$ cat src/rtl/inert_intf.sv
// inert_intf: inertial front end for the balance controller.
// Waits for IMU power-up, programs the IMU over the shared SPI master,
// then on every IMU data-ready edge reads pitch rate and Y acceleration
// and presents one vld-qualified ptch / ptch_rt sample.
//
// Build option: define INERT_FUSION_EN to build the 27-bit complementary
// fusion accumulator; without it ptch is the raw accelerometer pitch.
//
// state    | meaning
// ---------+--------------------------------------------------
// WAIT_PWR | power-up timer running, no SPI traffic
// INIT1..4 | write one IMU config register each, wait for done
// IDLE     | waiting for a synchronized INT rising edge
// RD_RL    | read pitch-rate low byte
// RD_RH    | read pitch-rate high byte
// RD_AL    | read Y-accel low byte
// RD_AH    | read Y-accel high byte
// CALC     | one-cycle compute slot, vld follows

module inert_intf #(
    parameter int fast_sim = 1
) (
    input  logic        clk,
    input  logic        rst_n,
    input  logic        INT,
    output logic        wrt,
    output logic [15:0] cmd,
    input  logic        done,
    input  logic [15:0] rd_data,
    output logic        vld,
    output logic [15:0] ptch,
    output logic [15:0] ptch_rt
);

    typedef enum logic [3:0] {
        WAIT_PWR, INIT1, INIT2, INIT3, INIT4, IDLE,
        RD_RL, RD_RH, RD_AL, RD_AH, CALC
    } state_t;

    localparam logic [15:0] RATE_OFFSET = 16'h0050;

    state_t state, nxt_state;

    logic [15:0] tmr;
    logic        tmr_full;
    logic        int_ff1, int_ff2, int_ff3;
    logic        int_rise;

    logic        wrt_d;
    logic [15:0] cmd_d;
    logic        cap_rl, cap_rh, cap_al, cap_ah, calc;

    logic [7:0]  rate_lo, rate_hi, acc_lo, acc_hi;
    logic [15:0] rt_new;

    logic signed [26:0] acc_ext;
    logic signed [26:0] prod;
    logic signed [15:0] ptch_acc;
    logic               unused_bits;

    assign tmr_full = (fast_sim != 0) ? (&tmr[9:0]) : (&tmr);
    assign int_rise = int_ff2 & ~int_ff3;

    assign rt_new   = {rate_hi, rate_lo} - RATE_OFFSET;
    assign acc_ext  = {{11{acc_hi[7]}}, acc_hi, acc_lo};
    assign prod     = acc_ext * 27'sd327;
    assign ptch_acc = {{4{prod[24]}}, prod[24:13]};

    // Upper response byte and the discarded product bits are intentionally dropped.
    assign unused_bits = &{1'b0, rd_data[15:8], prod[26:25], prod[12:0]};

    // State register
    always_ff @(posedge clk or negedge rst_n) begin
        if (!rst_n) state <= WAIT_PWR;
        else        state <= nxt_state;
    end

    // Next-state logic: command states advance only on the SPI done strobe
    always_comb begin
        nxt_state = state;
        case (state)
            WAIT_PWR: if (tmr_full) nxt_state = INIT1;
            INIT1:    if (done)     nxt_state = INIT2;
            INIT2:    if (done)     nxt_state = INIT3;
            INIT3:    if (done)     nxt_state = INIT4;
            INIT4:    if (done)     nxt_state = IDLE;
            IDLE:     if (int_rise) nxt_state = RD_RL;
            RD_RL:    if (done)     nxt_state = RD_RH;
            RD_RH:    if (done)     nxt_state = RD_AL;
            RD_AL:    if (done)     nxt_state = RD_AH;
            RD_AH:    if (done)     nxt_state = CALC;
            CALC:                   nxt_state = IDLE;
            default:                nxt_state = WAIT_PWR;
        endcase
    end

    // Output decode: launch a command on entry to each command state, capture bytes on done
    always_comb begin
        wrt_d  = 1'b0;
        cmd_d  = 16'h0000;
        cap_rl = 1'b0;
        cap_rh = 1'b0;
        cap_al = 1'b0;
        cap_ah = 1'b0;
        calc   = (state == CALC);
        if (nxt_state != state) begin
            case (nxt_state)
                INIT1:   begin wrt_d = 1'b1; cmd_d = 16'h0D02; end
                INIT2:   begin wrt_d = 1'b1; cmd_d = 16'h1053; end
                INIT3:   begin wrt_d = 1'b1; cmd_d = 16'h1150; end
                INIT4:   begin wrt_d = 1'b1; cmd_d = 16'h1460; end
                RD_RL:   begin wrt_d = 1'b1; cmd_d = 16'hA200; end
                RD_RH:   begin wrt_d = 1'b1; cmd_d = 16'hA300; end
                RD_AL:   begin wrt_d = 1'b1; cmd_d = 16'hAA00; end
                RD_AH:   begin wrt_d = 1'b1; cmd_d = 16'hAB00; end
                default: begin wrt_d = 1'b0; cmd_d = 16'h0000; end
            endcase
        end
        if (done) begin
            case (state)
                RD_RL:   cap_rl = 1'b1;
                RD_RH:   cap_rh = 1'b1;
                RD_AL:   cap_al = 1'b1;
                RD_AH:   cap_ah = 1'b1;
                default: ;
            endcase
        end
    end

    // Power-up timer, only advances while waiting for the IMU
    always_ff @(posedge clk or negedge rst_n) begin
        if (!rst_n)                tmr <= 16'h0000;
        else if (state == WAIT_PWR) tmr <= tmr + 16'h0001;
    end

    // INT synchronizer plus edge-detect flop
    always_ff @(posedge clk or negedge rst_n) begin
        if (!rst_n) begin
            int_ff1 <= 1'b0;
            int_ff2 <= 1'b0;
            int_ff3 <= 1'b0;
        end else begin
            int_ff1 <= INT;
            int_ff2 <= int_ff1;
            int_ff3 <= int_ff2;
        end
    end

    // Registered SPI command strobe; cmd holds until the next launch
    always_ff @(posedge clk or negedge rst_n) begin
        if (!rst_n) begin
            wrt <= 1'b0;
            cmd <= 16'h0000;
        end else begin
            wrt <= wrt_d;
            if (wrt_d) cmd <= cmd_d;
        end
    end

    // Response byte capture
    always_ff @(posedge clk or negedge rst_n) begin
        if (!rst_n) begin
            rate_lo <= 8'h00;
            rate_hi <= 8'h00;
            acc_lo  <= 8'h00;
            acc_hi  <= 8'h00;
        end else begin
            if (cap_rl) rate_lo <= rd_data[7:0];
            if (cap_rh) rate_hi <= rd_data[7:0];
            if (cap_al) acc_lo  <= rd_data[7:0];
            if (cap_ah) acc_hi  <= rd_data[7:0];
        end
    end

`ifdef INERT_FUSION_EN
    logic signed [26:0] ptch_int, ptch_int_nxt, fuse_step;

    // Pull the integrated estimate toward the accel pitch by a fixed step
    assign fuse_step    = (ptch_acc > $signed(ptch)) ? 27'sd1024 : -27'sd1024;
    assign ptch_int_nxt = ptch_int - {{11{rt_new[15]}}, rt_new} + fuse_step;

    // Fusion accumulator, updated once per sample in CALC
    always_ff @(posedge clk or negedge rst_n) begin
        if (!rst_n)    ptch_int <= 27'sd0;
        else if (calc) ptch_int <= ptch_int_nxt;
    end
`endif

    // Sample outputs: update and strobe together on the cycle after CALC
    always_ff @(posedge clk or negedge rst_n) begin
        if (!rst_n) begin
            vld     <= 1'b0;
            ptch    <= 16'h0000;
            ptch_rt <= 16'h0000;
        end else begin
            vld <= calc;
            if (calc) begin
                ptch_rt <= rt_new;
`ifdef INERT_FUSION_EN
                ptch    <= ptch_int_nxt[26:11];
`else
                ptch    <= ptch_acc;
`endif
            end
        end
    end

endmodule
$ cat config.mk
export PLATFORM = sky130hd
export DESIGN_NAME = inert_intf
export DESIGN_NICKNAME = d
export VERILOG_FILES = /design/src/rtl/inert_intf.sv
export SDC_FILE = /design/constraint.sdc
export NUM_CORES = 1
export LEC_CHECK = 0
export CORE_ASPECT_RATIO = 1.4
export CORE_UTILIZATION = 30
export CTS_CLUSTER_SIZE = 40
export DETAILED_ROUTE_END_ITERATION = 8
export GPL_ROUTABILITY_DRIVEN = 0
export GPL_TIMING_DRIVEN = 0
export PLACE_DENSITY_LB_ADDON = 0.1
export SYNTH_ARGS = -nofsm -noshare
export SYNTH_HDL_FRONTEND = slang
export SYNTH_SLANG_ARGS = --single-unit
$ cat constraint.sdc
create_clock -name clk -period 5.65 [get_ports clk]
set_clock_uncertainty 0.1 [all_clocks]
set_input_delay 1.13 -clock clk [delete_from_list [all_inputs] [get_ports clk]]
set_output_delay 1.13 -clock clk [all_outputs]
set_load 0.02 [all_outputs]
==> summary.md, run 1 <==
| Metric | Value |
|---|---|
| Status | `complete, no violations` |
| Sequential area share after synthesis | `0.322` |
| Reg clk slew, reported paths | `0.08 ns` |
| Antenna viol nets, final | `0` |
| Reg area | `0.00220 mm^2` |
| Max H-tree Level | `3` |
| Maximum clock frequency | `0.194 GHz` |
| Critical Path, Cell by Cell | `ha_1 -> inv_1 -> ha_1 -> fa_1 -> fa_1 -> inv_1 -> fa_1 -> inv_1 -> ha_1 -> clkbuf_1 -> nand4_1 -> a2111oi_0 -> nor2_1 -> a211o_1` |
| Startpoint types | `flop` |
| Wirelength per Cell | `16.0 um` |
| Io pins | `70` |
| Diode count | `0` |
| Leading area contributor after synthesis | `dfrtp_1` |
| Total number of vias | `4917` |
| Width of the die | `130 um` |
| Worst slew margin | `0.261` |
| Crit path arrival time | `5.30 ns` |
| Core ar. | `0.0224 mm^2` |
| CTS sink cnt | `88` |
| Predominant post-synthesis flop cell | `dfrtp_1` |
| FF-to-FF path depth | `14` |
| Pint | `2.03 mW` |
| Asr flop ratio synth | `1.00` |
| Pleak | `4.03 nW` |
| PortBufs | `56` |
| Yosys reg bits | `88` |
| Setup Viol. Count Final | `0` |
| Hold Buf Count CTS | `0` |
| Multi-input logic area | `0.00414 mm^2` |
| Die area | `0.0234 mm^2` |
| Library cells used by synthesis | `64` |
| Final nets | `887` |
| Worst-margin pin slew | `1.10 ns` |
| CP Max Fanout | `12` |
| Post-DP HPWL | `13600 um` |
| RSZ-0062 raised after global routing | `false` |
| Worst Setup End Kind | `flop` |
| Most frequent cells after synthesis | `88 x dfrtp_1, 87 x ha_1, 84 x inv_1, 72 x nand2_1, 43 x o21ai_0` |
| Vias per std cell | `4.71` |
| Delay-heaviest family, CP | `adder cells` |
| Longest Clk Path Bufs | `2` |
| Post-Synthesis Cells | `667` |
| Total GRT Usage | `0.155` |
| Combinational power share | `0.553` |
| Syn Area/Cell | `10.3 um^2` |
| Sequential share of power | `0.279` |
| Die Height | `181 um` |
| Busiest grt layer | `met2` |
| WP depth | `14` |
| Initial DRT Pass Iterations | `4` |
| Number of buffers created by CTS | `9` |
| Worst path slowest cell | `a2111oi_0` |
| Dpl ws | `0.463 ns` |
| Non-filler instance count after layout | `1044` |
| CP Class | `reg2reg` |
| Ys Warns | `0` |
| Synth top area share | `0.322` |
| # DRC | `0` |
| Area contributors post-synth | `dfrtp_1 32%, ha_1 16%, fa_1 12%, mux2_2 5.1%, inv_1 4.6%` |
| Clock share of power | `0.168` |
| VDD IR max | `0.254 mV` |
| Switch share | `0.438` |
| DP Cell Count | `1028` |
| Post-synth EDFFs | `0` |
| Synthesis-to-layout area growth | `18.6%` |
| # fillers | `2336` |
| Starting density of the core | `0.305` |
| M2 GR Usage | `0.295` |
| Vias in the first global route | `5301` |
| Layout cell share with drive strength beyond 1 | `0.113` |
| Max-cap viol count | `0` |
| Slew Limit Fails | `0` |
| Global-route wire length before repair | `27700 um` |
| Post-CTS Setup Bufs | `0` |
| CTS root buffer | `clkbuf_16` |
| Hold Crit Class | `reg2reg` |
| Cell area after layout | `0.00812 mm^2` |
| Hold depth | `0` |
| Final worst path period share | `0.912` |
| Final WL | `16700 um` |
| Area post-placement | `0.00782 mm^2` |
| Synthesized area | `0.00685 mm^2` |
| Worst-skew pair later-pin latency | `0.36 ns` |
| Switch Pwr | `1.58 mW` |
| Post-CTS sizing | `0` |
| Largest net degree at the start of global routing | `64` |
| DRT iter0 DRCs | `200` |
| Row count | `65` |
| CP required | `5.80 ns` |
| PnR worst setup slack | `0.497 ns` |
| Tmin final | `5.15 ns` |
| Total gr overflow | `0` |
| Crit path largest cell delay | `0.86 ns` |
| Grt met3 use | `0.0192` |
| Power Density | `446 mW/mm^2` |
| Crit path buf inv count | `4` |
| Most frequent cell after synthesis | `dfrtp_1` |
| Total power | `3.62 mW` |
| Met1 GRT Util | `0.167` |
| Final hold violation count | `0` |
| CTS tree | `built` |
| Initial antenna violation count | `0` |
## layout by cell type (no fill, tap or decap), types with 3 or more instances in the layout
| master | synthesis | final |
|---|---|---|
| dfrtp_1 | 88 | 88 |
| ha_1 | 87 | 87 |
| inv_1 | 84 | 84 |
| nand2_1 | 72 | 72 |
| clkdlybuf4s50_1 | 0 | 55 |
| o21ai_0 | 43 | 43 |
| fa_1 | 42 | 42 |
| mux2_2 | 31 | 31 |
| xnor2_1 | 26 | 26 |
| a21oi_1 | 22 | 22 |
| nor2_1 | 21 | 21 |
| buf_4 | 12 | 13 |
| clkbuf_16 | 0 | 9 |
| clkbuf_1 | 7 | 7 |
| mux2i_1 | 7 | 7 |
| xor2_1 | 7 | 7 |
| nand4_1 | 7 | 7 |
| nand2b_1 | 6 | 6 |
| nand3_1 | 6 | 6 |
| a211oi_1 | 6 | 6 |
| nor3_1 | 6 | 6 |
| buf_6 | 5 | 5 |
| buf_2 | 5 | 5 |
| and3_1 | 5 | 5 |
| or3_1 | 5 | 5 |
| o31ai_1 | 5 | 5 |
| a21o_1 | 4 | 4 |
| conb_1 | 1 | 4 |
| inv_6 | 0 | 4 |
| nor2b_1 | 3 | 3 |
| a221o_1 | 3 | 3 |
| a22oi_1 | 3 | 3 |
| nor4_1 | 3 | 3 |
## metal layers
layer / share of wire / up-vias
met2: 0.55 / 75
met1: 0.39 / 2419
met3: 0.021 / 27
li1: - / 2396
met5: 0 / -
met4: 0.034 / 0
## worst reg2reg max path, cell delays in order, from the launching register on
cell and delay, ns:
dfrtp_1 0.71, ha_1 0.37, inv_1 0.09, ha_1 0.24, fa_1 0.40, fa_1 0.52, inv_1 0.05, fa_1 0.49
inv_1 0.04, ha_1 0.26, clkbuf_1 0.27, nand4_1 0.27, a2111oi_0 0.86, nor2_1 0.11, a211o_1 0.25
## metrics by stage
step / TNS, ns / util / hold slack (ns)
3_5_place_dp: 0 / 0.348 / 0.246
2_1_floorplan: 0 / - / 0.231
5_1_grt: 0 / 0.362 / 0.269
6_report: 0 / 0.362 / 0.251
3_3_place_gp: -0.142 / 0.347 / 0.244
4_1_cts: 0 / 0.362 / 0.253
## state kept, by name, indices dropped and copies added, names as in the netlist
| name | count |
|---|---|
| acc_hi | 8 |
| acc_lo | 8 |
| ptch_rt | 16 |
| cmd | 9 |
| tmr | 10 |
| vld | 1 |
| int_ff1 | 1 |
| rate_hi | 8 |
| wrt | 1 |
| int_ff2 | 1 |
| rate_lo | 8 |
| int_ff3 | 1 |
| ptch | 12 |
| state | 4 |
## cell type report
class                           count  share of cell area
Buffer                             29              0.0243
Clock buffer                       10              0.0294
Clock inverter                      6             0.00724
Sequential cell                    88               0.271
Tap cell                          301              0.0464
Multi-Input combinational cell    467               0.509
Timing Repair Buffer               57              0.0721
Inverter                           86              0.0398
## power groups by stage
stage	Combinational [mW]	Clock [mW]	Sequential, mW
CTS	2.04	0.636	1.02
global placement	2.01	0	1.02
detailed placement	2.02	0	1.03
floorplan	1.35	0	1.08
global route	2.27	0.658	1.05
finish	2.00	0.610	1.01
## logic make-up after synthesis
| group | count (synthesis) | synth area share |
|---|---|---|
| multiplexers | 40 | 0.0656 |
| XOR/XNOR | 33 | 0.0422 |
| other | 1 | 0.000548 |
| flip-flops | 88 | 0.322 |
| AND/OR/NAND/NOR | 146 | 0.103 |
| adder cells (fa/ha/maj) | 130 | 0.283 |
| AO/OA/AOI/OAI | 114 | 0.108 |
| buffers and inverters | 115 | 0.0760 |
## worst paths after layout
check                                from         end  slack, ns
worst max-delay path            acc_hi[7]     ptch[9]       0.50
worst min-delay path              int_ff1     int_ff2       0.25
worst max register to register  acc_hi[7]     ptch[9]       0.50
worst min register to register    int_ff1     int_ff2       0.25
max in group asynchronous           rst_n    state[1]       4.22
min in group asynchronous           rst_n  ptch_rt[2]       0.59
(Power assumes the default switching activity.)
==> run 2, diff against run 1 <==
GPL_ROUTABILITY_DRIVEN = unset   (was 0)
==> summary.md, run 2 (synthesized netlist as in run 1, its figures left out) <==
| Metric | Value |
|---|---|
| Worst hold margin | `0.260 ns (+0.00828 ns)` |
| Max-cap viol count | `0 (unchanged)` |
| Vias per std cell | `4.67 (-0.85%)` |
| Die Height | `181 um (unchanged)` |
| DRT iter0 DRCs | `154 (-23%)` |
| CP Max Fanout | `12 (unchanged)` |
| Critical Path Source | `acc_hi[7]` |
| Worst slew margin | `0.304 (+0.0438)` |
| Layout cell share with drive strength beyond 1 | `0.113 (unchanged)` |
| CP required | `5.79 ns (about the same)` |
| Slew Limit Fails | `0 (unchanged)` |
| Total number of vias | `4875 (-0.85%)` |
| Initial antenna violation count | `0 (unchanged)` |
| Final worst path period share | `0.930 (+0.0182)` |
| Area post-placement | `0.00782 mm^2 (unchanged)` |
| Final hold violation count | `0 (unchanged)` |
| Status | `complete, no violations` |
| Hold path startpoint | `int_ff1` |
| Commonest non-fill, non-tap cell in the layout | `dfrtp_1` |
| Max H-tree Level | `3 (unchanged)` |
| R2r startpoint | `acc_hi[7]` |
| Maximum clock frequency | `0.190 GHz (-2.0%)` |
| PnR worst setup slack | `0.394 ns (-0.103 ns)` |
| Core Util, Final | `0.362 (+0.000613)` |
| RSZ-0062 raised after global routing | `false` |
| Pleak | `4.04 nW (+0.31%)` |
| Startpoint types | `flop` |
| Hold Buf Count CTS | `0 (unchanged)` |
| Width of the die | `130 um (unchanged)` |
| Post-CTS sizing | `0 (unchanged)` |
| # DRC | `0 (unchanged)` |
| Dpl ws | `0.370 ns (-0.0934 ns)` |
| Hold Crit Class | `reg2reg` |
| Longest Clk Path Bufs | `2 (unchanged)` |
| PortBufs | `56 (unchanged)` |
| Io pins | `70 (unchanged)` |
| Number of buffers created by CTS | `9 (unchanged)` |
| Vias in the first global route | `5276 (-0.47%)` |
| Tmin final | `5.26 ns (+0.103 ns)` |
| Worst Setup End Kind | `flop` |
| Final WL | `16800 um (+0.25%)` |
| # fillers | `2306 (-1.3%)` |
| Core ar. | `0.0224 mm^2 (unchanged)` |
| Cell area after layout | `0.00813 mm^2 (+0.17%)` |
| Number of flip-flops in the largest register | `16 (unchanged)` |
| VDD IR max | `0.268 mV (+5.2%)` |
| Global-route wire length before repair | `27800 um (+0.27%)` |
| Setup Viol. Count Final | `0 (unchanged)` |
| CP Class | `reg2reg` |
| Setup TNS | `0 ns (unchanged)` |
| Most frequent cells in the layout | `88 x dfrtp_1, 87 x ha_1, 84 x inv_1, 72 x nand2_1, 55 x clkdlybuf4s50_1` |
| Power Density | `451 mW/mm^2 (+1.2%)` |
| CTS tree | `built` |
| Crit path arrival time | `5.39 ns (+0.09 ns)` |
| Initial DRT Pass Iterations | `4 (unchanged)` |
| Starting density of the core | `0.305 (unchanged)` |
| Total gr overflow | `0 (unchanged)` |
| Largest net degree at the start of global routing | `64 (unchanged)` |
| GPL Wtd Cong | `0.811` |
| Largest regs | `ptch_rt: 16 flops, ptch: 12 flops, tmr: 10 flops` |
| Reg clk slew, reported paths | `0.07 ns (about the same)` |
| Worst-skew pair later-pin latency | `0.35 ns (about the same)` |
| Total GRT Usage | `0.154 (-0.00124)` |
| CTS root buffer | `clkbuf_16` |
| Row count | `65 (unchanged)` |
| Synthesis-to-layout area growth | `18.8%` |
| CTS sink cnt | `88 (unchanged)` |
| Post-CTS Setup Bufs | `0 (unchanged)` |
| Die area | `0.0234 mm^2 (unchanged)` |
| Largest register by flop count | `ptch_rt` |
| Final nets | `887 (unchanged)` |
| Diode count | `0 (unchanged)` |
| Worst-margin pin slew | `1.02 ns (-0.0829 ns)` |
| Antenna viol nets, final | `0 (unchanged)` |
| Wirelength per Cell | `16.1 um (+0.25%)` |
| Post-DP HPWL | `13500 um (-0.36%)` |
[run 2: critical path: stages, from the launching register on]
cell       delay (ns)
dfrtp_1          0.71
ha_1             0.37
inv_1            0.09
ha_1             0.24
fa_1             0.40
fa_1             0.52
inv_1            0.05
fa_1             0.49
inv_1            0.04
ha_1             0.26
clkbuf_1         0.27
nand4_1          0.28
a2111oi_0        0.95
nor2_1           0.11
a211o_1          0.25
[run 2: final timing paths]
path	to	slack, ns	cells after the start
max	ptch[9]	0.39	14
max in group asynchronous	tmr[6]	4.21	2
min reg2reg	int_ff2	0.26	0
min in group asynchronous	ptch_rt[12]	0.60	1
max reg2reg	ptch[9]	0.39	14
min	int_ff2	0.26	0
[run 2: metal layers]
metal / GRT usage / routed length [um] / up-vias
met1: 0.173 / 6860 / 2381
met4: 0.0647 / 607 / 0
li1: - / - / 2386
met2: 0.285 / 8990 / 84
met3: 0.0204 / 325 / 24
met5: 0 / 0 / -
[run 2: cell type report]
type | instances | area, um^2 | area share
Tap cell | 301 | 377 | 0.0463
Sequential cell | 88 | 2200 | 0.271
Buffer | 29 | 198 | 0.0243
Clock buffer | 10 | 239 | 0.0294
Clock inverter | 6 | 72.6 | 0.00892
Inverter | 86 | 323 | 0.0397
Timing Repair Buffer | 57 | 586 | 0.0720
Multi-Input combinational cell | 467 | 4140 | 0.509
[run 2: where the power goes]
part	total (mW)	switching (mW)	leakage, nW	internal [mW]
Combinational	2.02	1.12	2.73	0.894
Clock	0.644	0.281	0.156	0.363
Sequential	1.01	0.187	1.15	0.822
[run 2: metrics by stage]
| step | total power, mW | instances |
|---|---|---|
| 2_1_floorplan | 2.43 | 670 |
| 3_3_place_gp | 3.04 | 1027 |
| 3_5_place_dp | 3.06 | 1028 |
| 4_1_cts | 3.73 | 1044 |
| 5_1_grt | 4.02 | 1044 |
| 6_report | 3.67 | 1044 |
